`src/rtl/fmul_rr_arbiter.sv`:
```
// fmul_rr_arbiter
//
// Shares one FMUL32 multiplier between REQ_NUM requesters. Each cycle at
// most one eligible requester is granted round-robin; its operands, opcode
// and rounding mode are registered onto the fmul_* outputs. A tag pipeline
// of FMUL_LAT+1 stages follows every issued op so its result (and the
// multiplier's val flag) is routed back to the issuing requester's
// one-entry response buffer. A requester stays busy from accept until its
// response is consumed, so it never has more than one op in flight.
//
// Build option: define FMUL_ARB_PRIO0_EN to give requester 0 strict
// priority; requesters 1..REQ_NUM-1 then rotate among themselves and the
// pointer only advances on their grants.
//
// Ports:
//   clk, rst              clock, synchronous active-high reset
//   req_valid/req_ready   per-requester request / grant (one-hot)
//   req_op1/op2/opc/rmode packed request payloads, slot i at [i*W +: W]
//   rsp_valid/rsp_ready   per-requester response buffer full / consume
//   rsp_data/rsp_flag     packed results and captured fmul_val
//   fmul_op1/op2/opc/r_mode  registered drive into FMUL32
//   fmul_result/fmul_val     FMUL32 outputs, valid FMUL_LAT cycles later

module fmul_rr_arbiter #(
   parameter int REQ_NUM  = 4,
   parameter int DATA_W   = 32,
   parameter int OPC_W    = 2,
   parameter int FMUL_LAT = 2
) (
   input  logic                      clk,
   input  logic                      rst,
   input  logic [REQ_NUM-1:0]        req_valid,
   output logic [REQ_NUM-1:0]        req_ready,
   input  logic [REQ_NUM*DATA_W-1:0] req_op1,
   input  logic [REQ_NUM*DATA_W-1:0] req_op2,
   input  logic [REQ_NUM*OPC_W-1:0]  req_opc,
   input  logic [REQ_NUM*2-1:0]      req_rmode,
   output logic [REQ_NUM-1:0]        rsp_valid,
   input  logic [REQ_NUM-1:0]        rsp_ready,
   output logic [REQ_NUM*DATA_W-1:0] rsp_data,
   output logic [REQ_NUM-1:0]        rsp_flag,
   output logic [DATA_W-1:0]         fmul_op1,
   output logic [DATA_W-1:0]         fmul_op2,
   output logic [OPC_W-1:0]          fmul_opc,
   output logic [1:0]                fmul_r_mode,
   input  logic [DATA_W-1:0]         fmul_result,
   input  logic                      fmul_val
);

   localparam int ID_W = (REQ_NUM > 1) ? $clog2(REQ_NUM) : 1;

   logic [REQ_NUM-1:0] busy_r;
   logic [ID_W-1:0]    ptr_r;
   logic [FMUL_LAT:0]  tag_vld_r;
   logic [ID_W-1:0]    tag_id_r [0:FMUL_LAT];

   logic [REQ_NUM-1:0] elig_s;
   logic [REQ_NUM-1:0] consume_s;
   logic [ID_W:0]      pick_s;
   logic               grant_vld_s;
   logic [ID_W-1:0]    grant_id_s;
   logic               accept_s;
   logic               cap_vld_s;
   logic [ID_W-1:0]    cap_id_s;
   logic [ID_W-1:0]    ptr_next_s;

   // First eligible index searching upward from ptr with wrap; MSB = found.
   function automatic logic [ID_W:0] rr_pick(input logic [REQ_NUM-1:0] elig,
                                             input logic [ID_W-1:0]    ptr);
      logic            found;
      logic [ID_W-1:0] id;
      logic [ID_W-1:0] idx;
      found = 1'b0;
      id    = '0;
      for (int k = 0; k < REQ_NUM; k++) begin
         idx = ID_W'((int'(ptr) + k) % REQ_NUM);
         if (!found && elig[idx]) begin
            found = 1'b1;
            id    = idx;
         end else begin
            found = found;
         end
      end
      return {found, id};
   endfunction

   assign elig_s    = req_valid & ~busy_r;
   assign consume_s = rsp_valid & rsp_ready;
   assign cap_vld_s = tag_vld_r[FMUL_LAT];
   assign cap_id_s  = tag_id_r[FMUL_LAT];

   // Grant selection (optionally with requester 0 in front of the rotation).
   always_comb begin
      pick_s = '0;
`ifdef FMUL_ARB_PRIO0_EN
      if (elig_s[0]) begin
         pick_s = {1'b1, {ID_W{1'b0}}};
      end else begin
         pick_s = rr_pick(elig_s, ptr_r);
      end
`else
      pick_s = rr_pick(elig_s, ptr_r);
`endif
   end

   assign grant_vld_s = pick_s[ID_W];
   assign grant_id_s  = pick_s[ID_W-1:0];
   assign accept_s    = grant_vld_s & ~rst;

   // One-hot grant, suppressed while reset is asserted.
   always_comb begin
      req_ready = '0;
      if (accept_s) begin
         req_ready = {{(REQ_NUM-1){1'b0}}, 1'b1} << grant_id_s;
      end else begin
         req_ready = '0;
      end
   end

   // Pointer successor; in priority mode a grant to requester 0 keeps it.
   always_comb begin
      ptr_next_s = ptr_r;
      if (accept_s) begin
`ifdef FMUL_ARB_PRIO0_EN
         if (grant_id_s != {ID_W{1'b0}}) begin
            ptr_next_s = ID_W'((int'(grant_id_s) + 1) % REQ_NUM);
         end else begin
            ptr_next_s = ptr_r;
         end
`else
         ptr_next_s = ID_W'((int'(grant_id_s) + 1) % REQ_NUM);
`endif
      end else begin
         ptr_next_s = ptr_r;
      end
   end

   // Issue registers, tag pipeline, busy bits and response buffers.
   always_ff @(posedge clk) begin
      if (rst) begin
         busy_r      <= '0;
         ptr_r       <= '0;
         tag_vld_r   <= '0;
         rsp_valid   <= '0;
         rsp_data    <= '0;
         rsp_flag    <= '0;
         fmul_op1    <= '0;
         fmul_op2    <= '0;
         fmul_opc    <= '0;
         fmul_r_mode <= 2'b00;
         for (int k = 0; k <= FMUL_LAT; k++) begin
            tag_id_r[k] <= '0;
         end
      end else begin
         ptr_r <= ptr_next_s;
         if (accept_s) begin
            fmul_op1    <= req_op1[grant_id_s*DATA_W +: DATA_W];
            fmul_op2    <= req_op2[grant_id_s*DATA_W +: DATA_W];
            fmul_opc    <= req_opc[grant_id_s*OPC_W +: OPC_W];
            fmul_r_mode <= req_rmode[grant_id_s*2 +: 2];
         end else begin
            fmul_op1 <= fmul_op1;
         end
         tag_vld_r[0] <= accept_s;
         tag_id_r[0]  <= grant_id_s;
         for (int k = 1; k <= FMUL_LAT; k++) begin
            tag_vld_r[k] <= tag_vld_r[k-1];
            tag_id_r[k]  <= tag_id_r[k-1];
         end
         for (int i = 0; i < REQ_NUM; i++) begin
            // Busy guarantees capture and consume never hit the same slot.
            if (consume_s[i]) begin
               rsp_valid[i] <= 1'b0;
               busy_r[i]    <= 1'b0;
            end else begin
               rsp_valid[i] <= rsp_valid[i];
            end
            if (cap_vld_s && (cap_id_s == ID_W'(i))) begin
               rsp_valid[i]                 <= 1'b1;
               rsp_data[i*DATA_W +: DATA_W] <= fmul_result;
               rsp_flag[i]                  <= fmul_val;
            end else begin
               rsp_flag[i] <= rsp_flag[i];
            end
            if (accept_s && (grant_id_s == ID_W'(i))) begin
               busy_r[i] <= 1'b1;
            end else begin
               busy_r[i] <= busy_r[i] & ~consume_s[i];
            end
         end
      end
   end

endmodule

```
`config.mk`:
```
export PLATFORM = sky130hd
export DESIGN_NAME = fmul_rr_arbiter
export DESIGN_NICKNAME = d
export VERILOG_FILES = /design/src/rtl/fmul_rr_arbiter.sv
export SDC_FILE = /design/constraint.sdc
export NUM_CORES = 1
export LEC_CHECK = 0
export CORE_AREA = 2 2 205 207
export CTS_CLUSTER_SIZE = 14
export DETAILED_ROUTE_END_ITERATION = 7
export DIE_AREA = 0 0 207 209
export PLACE_DENSITY = 0.58
export SLEW_MARGIN = 20
export SYNTH_ARGS = -nofsm -noshare
export SYNTH_HDL_FRONTEND = slang
export SYNTH_SLANG_ARGS = --single-unit
```
`constraint.sdc`:
```
create_clock -name clk -period 2.31 [get_ports clk]
set_clock_uncertainty 0.05 [all_clocks]
set_input_delay 0.231 -clock clk [delete_from_list [all_inputs] [get_ports clk]]
set_output_delay 0.231 -clock clk [all_outputs]
set_load 0.01 [all_outputs]
```
# Yosys cells after proc, flatten, opt, wreduce, memory -nomap -nowiden
# Memories as Yosys holds them, arrays and structs flattened.
# Cells that the tools add are included.
dict set report op_classes {
  add_sub_neg 4
  mul 0
  n_div 0
  magnitude_cmp 4
  n_eq_ne 6
  shifts 5
  n_mux 35
  n_bitwise 16
  reduce_logical 20
}
# operator n
set op_table {}
lappend op_table {{$shiftx 128x8->32} 2}
lappend op_table {{$mux 1} 23}
lappend op_table {{$shiftx 8x4->2} 2}
lappend op_table {{$mux 2} 7}
lappend op_table {{$lt 2x3->1 const B} 4}
lappend op_table {{$logic_and 1x1->1} 11}
lappend op_table {{$and 4x4->4} 2}
lappend op_table {{$bmux 1 s2} 4}
lappend op_table {{$eq 2x2->1 const B} 4}
lappend op_table {{$reduce_bool 2->1} 4}
lappend op_table {{$and 1x1->1} 5}
lappend op_table {{$not 1->1} 5}
lappend op_table {{$add 2x1->2 const B} 2}
lappend op_table {{$add 2x2->2 const B} 2}
lappend op_table {{$eq 2x1->1 const B} 2}
lappend op_table {{$logic_not 2->1} 2}
lappend op_table {{$mux 4} 1}
lappend op_table {{$not 4->4} 1}
lappend op_table {{$shl 1x2->4 const A} 1}
lappend op_table {{$logic_not 1->1} 3}
lappend op_table {{$or 1x1->1} 3}
dict set report word_totals {
  ff_bits 213
  latch_bits 0
  ramBits 6
  mem_bits_ro 0
  out_inout_bits 208
  elab_cells 110
  n_memories 1
}
# name words word_bits read_ports rd_ports_with_merged_regs wr line
set memory_table {}
lappend memory_table {tag_id_r 3 2 3 0 3 55} ;# logic [ID_W-1:0] tag_id_r [0:FMUL_LAT];

# Logic depth before layout (Yosys ltp)
# Gate-level depths: netlist of the first run.
dict set report logic_depth {
  word_depth 17
  depth_mapped 9
  depth_no_buf 5
}

# Worst setup path after synthesis of the first run
# No wires, ideal clock.
dict set report synth_timing {
  path_type {register to register}
  startpoint {register ptr_r[1]}
  endpoint {register fmul_op1[0]}
  setup_ns 0.138
  arrival_time_ns 1.622
  required_ns 2.122
  setup_slack_ns 0.500
  path_stages_with_launch 10
  path_buffers 4
  synth_period_minus_slack_ns 1.810
  cell_sequence {dfxtp_1 buf_4 nand3b_1 a311o_1 and2_1 buf_6 buf_6 buf_6 mux2i_1 o221ai_1}
}
dict set report synth_between {
  elab_chain_len 13
  word_cells_on_any_way 27
}
# element line
set synth_lines {}
lappend synth_lines {{start, declared} 53} ;# logic [ID_W-1:0] ptr_r;
lappend synth_lines {{start signal, assigned} 155} ;# ptr_r <= ptr_next_s;
lappend synth_lines {{parallel branches: the longest is 13 deep, another holds $add 2x1->2} -}
lappend synth_lines {{end signal, assigned} 157} ;# fmul_op1 <= req_op1[grant_id_s*DATA_W +: DATA_W];
lappend synth_lines {{end signal, assigned} 162} ;# fmul_op1 <= fmul_op1;
lappend synth_lines {{end, declared} 42} ;# output logic [DATA_W-1:0] fmul_op1,
# Parallel ways; which one is timed is not known. The select of a mux whose other input is x is not followed.
# A chain may end at the register's enable or synchronous reset.

# Worst setup path after layout of the first run
dict set report layout_timing {
  startpoint {register busy_r[2]}
  endpoint {output req_ready[1]}
}
dict set report layout_between {
  elab_chain_len 16
  word_cells_on_any_way 27
}
# element line
set layout_lines {}
lappend layout_lines {{start, declared} 52} ;# logic [REQ_NUM-1:0] busy_r;
lappend layout_lines {{start signal, assigned by index} 188} ;# busy_r[i] <= busy_r[i] & ~consume_s[i];
lappend layout_lines {{$not 4->4 (*)} 87} ;# assign elig_s = req_valid & ~busy_r;
lappend layout_lines {{$and 4x4->4 (*)} 87}
lappend layout_lines {{$bmux 1 s2} 77} ;# if (!found && elig[idx]) begin
lappend layout_lines {{$mux 1 (not written as such)} 77}
lappend layout_lines {{$mux 1} 77}
lappend layout_lines {{$logic_not 1->1} 77}
lappend layout_lines {{$logic_and 1x1->1} 77}
lappend layout_lines {{$mux 1} 77}
lappend layout_lines {{$logic_not 1->1} 77}
lappend layout_lines {{$logic_and 1x1->1} 77}
lappend layout_lines {{$mux 1} 77}
lappend layout_lines {{$logic_not 1->1} 77}
lappend layout_lines {{$logic_and 1x1->1} 77}
lappend layout_lines {{$mux 2 or $mux 1 (tied branches)} 77}
lappend layout_lines {{$shl 1x2->4 or $and 1x1->1 (tied branches)} {114, 108}}
lappend layout_lines {{$mux 4 (*)} 113} ;# if (accept_s) begin
lappend layout_lines {{end, declared} 33} ;# output logic [REQ_NUM-1:0] req_ready,
# Mark *: on every way between the ends. The rest lies on a longest branch, timed or not. The select of a mux whose other input is x is not followed.

==> summary.txt, run 1 <==
Outcome
  • Run status: finished, final reports clean

Routing
  • Initial DRT Pass Iterations: 7
  • Routed WL per cell: 19.8 um
  • Residual DRC: 0
  • Via count: 9588
  • Antenna Nets Post-Route: 0
  • Routed WL: 41900 um
  • Vias per inst: 4.52
  • Detailed Route Iter0 Violations: 420

Worst setup path
  • Crit path required time: 2030 ps
  • Setup crit end kind: primary output
  • Reg2reg start: ptr_r[0]
  • Worst Setup Start Kind: flip-flop
  • Worst Setup SP: busy_r[2]
  • R2R Path End: fmul_op2[27]
  • Worst setup endpoint: req_ready[1]
  • Setup slack, reg-to-reg: 210 ps
  • Register-to-Register Path Depth: 8
  • Worst endpoint data arrival time: 1990 ps
  • Top fanout value on the critical path: 4
  • Worst setup path class: reg2out

Power and ir drop
  • Pwr/cell area: 823 nW/um2
  • Int Pwr: 9.22 mW
  • Gate power share: 32.6%
  • Sw frac: 30.4%
  • Switch Pwr: 4.02 mW
  • Leak: 5.85 nW
  • Clock share of power: 32.7%
  • Peak VDD IR: 0.000573 V
  • Total chip power: 13.2 mW
  • Sequential Power Share: 34.7%

GRT
  • Gr usage total: 18.3%
  • First-pass GRT wire length: 60900 um
  • Largest net degree at the start of global routing: 136
  • Initial antenna violation count: 4
  • Vias in the first global route: 9649
  • Gr ovfl total: 0

Finish
  • Register area: 4390 um2
  • Fillers: 4263
  • Final core occ: 39.0%
  • Share of layout cells above drive strength 1: 8.28%
  • Layout Cells excl Fill: 2123
  • Area growth from synthesis to layout: 77.2%
  • Nets@finish: 1877
  • Area of the multi-input gates: 4320 um2

Place
  • PortBufs: 522
  • Final HPWL DP: 31000 um
  • Dpl cells: 2065
  • GPL Wtd Cong: 0.842

Min path
  • Hold crit path type: in2reg
  • Hold Crit Depth: 3

Synthesis
  • Ys Warns: 0
  • Distinct cells, synth: 38
  • Synthesized netlist cell count: 1043
  • Most area-hungry cell type in the Yosys netlist: dfxtp_1
  • Sequential cell area fraction in the yosys report: 48.3%
  • Syn nets: 1358
  • Synthesized area: 9080 um2
  • Ranking of synthesized cells by area: dfxtp_1, mux2i_1, nand2_1
  • Number of synthesized register bits: 219
  • Syn avg cell area: 8.70 um2
  • Top-area cell type share of the netlist area: 48.3%

STA
  • Count of pins over their slew limit: 0
  • Final setup fails: 0
  • Rel. slew slack: 38.7%
  • Final worst path period need: 2270 ps
  • Worst-margin pin slew: 919 ps
  • Hold WS: 43.3 ps
  • RSZ-0062 raised after global routing: true
  • TNS Setup: 0 ps
  • Final worst path period share: 98.4%
  • Max Freq: 440 MHz
  • Final Hold Viols: 0

Job
  • Max cap viols: 0

CTS
  • Hold_buf cts: 0
  • H-tree lvl count: 1
  • Clock latency on the worst-skew pair: 550 ps
  • Clk root buf: clkbuf_16
  • Max Buffers Root-to-Sink: 3
  • Clock sinks: 219
  • Worst-path clk slew: 60 ps
  • TritonCTS clock tree: done
  • TritonCTS Buffers: 27

Floorplan
  • Core area: 41300 um2
  • Die area: 43300 um2
  • Ports: 523
  • Width of the die: 207 um
  • Die height: 209 um
  • # rows: 75
  • Initial Utilization: 22.0%
cell usage in the layout (no fill, tap or decap), types with 3 or more instances in the layout:
master and instances:
o221ai_1 68, a21oi_1 139, a22oi_1 12, clkinvlp_4 3, nor2b_1 7, inv_1 16
mux2i_1 124, nand2b_1 5, dfxtp_2 4, clkinv_2 6, nor2_4 3, buf_12 9
clkdlybuf4s50_1 517, clkbuf_16 27, buf_4 43, clkbuf_8 6, dfxtp_1 214, clkbuf_1 3
buf_6 4, nand2_1 325
sequential cells by signal, summed over array words and instances, names as in the netlist:
signal	flops
rsp_data	128
fmul_op1	32
tag_id_r	6
rsp_valid	4
rsp_flag	4
busy_r	4
fmul_op2	32
tag_vld_r	3
fmul_opc	2
ptr_r	2
fmul_r_mode	2
Yosys cell counts (all sizes together):
cell       n
or2b       1
a311o      1
a21boi     1
nor2       5
nand3b     2
mux2i    124
a211o      1
a32o       1
a22o       1
clkbuf    54
a2111oi    1
or2        1
a21oi    139
nand2    327
dfxtp    219
buf       30
a211oi     1
or3b       1
o221ai    69
and3b      1
o21ai      3
o21a       1
o21bai     1
nor3b      3
nand3      3
a31o       1
and3       2
and2       3
nor2b      9
nand2b     8
a22oi     12
nand4      1
inv       16
area by class of cell:
class,count,share of cell area [%]
timing repair buffer,574,35.6
clock inverter,14,0.863
tap,539,4.19
sequential,219,27.3
inverter,16,0.373
antenna,1,0.0156
multi-input combinational,724,26.9
clock buffer,36,4.78
critical path, cell delays in order (launching register included):
cell and delay [ps]:
dfxtp_4 380, nor2b_4 40, a211o_1 300, a22o_4 240, buf_6 120, buf_6 120, nor2_4 120, buf_6 110
how the worst min path moves through the flow:
stage                         startpoint              to
after floorplan           fmul_result[0]     rsp_data[0]
after global placement    tag_id_r[0][0]  tag_id_r[0][2]
after detailed placement    tag_vld_r[0]    tag_vld_r[1]
after CTS                            rst       busy_r[0]
after global routing                 rst       busy_r[0]
final                                rst       busy_r[0]
power by group through the flow:
stage	sequential (mW)	combinational [mW]	clock, mW
after CTS	4.59	4.34	4.45
after floorplan	4.76	1.78	0
final	4.59	4.32	4.33
after global routing	4.65	4.60	4.62
after detailed placement	4.64	4.25	0
after global placement	4.64	4.23	0
stage by stage:
stage          area (um2)  setup WS, ps
2_1_floorplan        9080           500
3_5_place_dp        15100          -352
3_3_place_gp        15100          -319
4_1_cts             16000         -2.41
6_report            16100          36.6
5_1_grt             16100         -57.9
routing by layer:
layer	vias to the layer above	track usage, %	wire (um)
li1	4656	-	-
met1	4470	20.5	16400
met2	393	33.0	20900
met3	65	5.56	3360
met4	4	5.96	1250
met5	-	0	30
logic make-up (layout without fill, tap and decap cells):
family,after synthesis,in the layout,synth area share (%)
buffers and inverters,100,640,5.21
flip-flops,219,219,48.3
other,0,1,0
multiplexers,124,124,13.7
AND/OR/NAND/NOR,367,367,16.3
AO/OA/AOI/OAI,233,233,16.5
repair_timing:
item | CTS | global route
pin swaps | 5 | 5
cloned | 0 | 0
setup endpoints to repair | 4 | 3
setup buffers | 5 | 2
resized for setup | 34 | 7
Power figures use the tool's default switching activity.
==> run 2: changes to the inputs <==
--- a/config.mk
+++ b/config.mk
@@ -5,6 +5,7 @@
 export SDC_FILE = /design/constraint.sdc
 export NUM_CORES = 1
 export LEC_CHECK = 0
+export ABC_CLOCK_PERIOD_IN_PS = 2310
 export CORE_AREA = 2 2 205 207
 export CTS_CLUSTER_SIZE = 14
 export DETAILED_ROUTE_END_ITERATION = 7
==> results of run 2 <==
No change in the layout: final DEF, timing and power equal those of run 1.
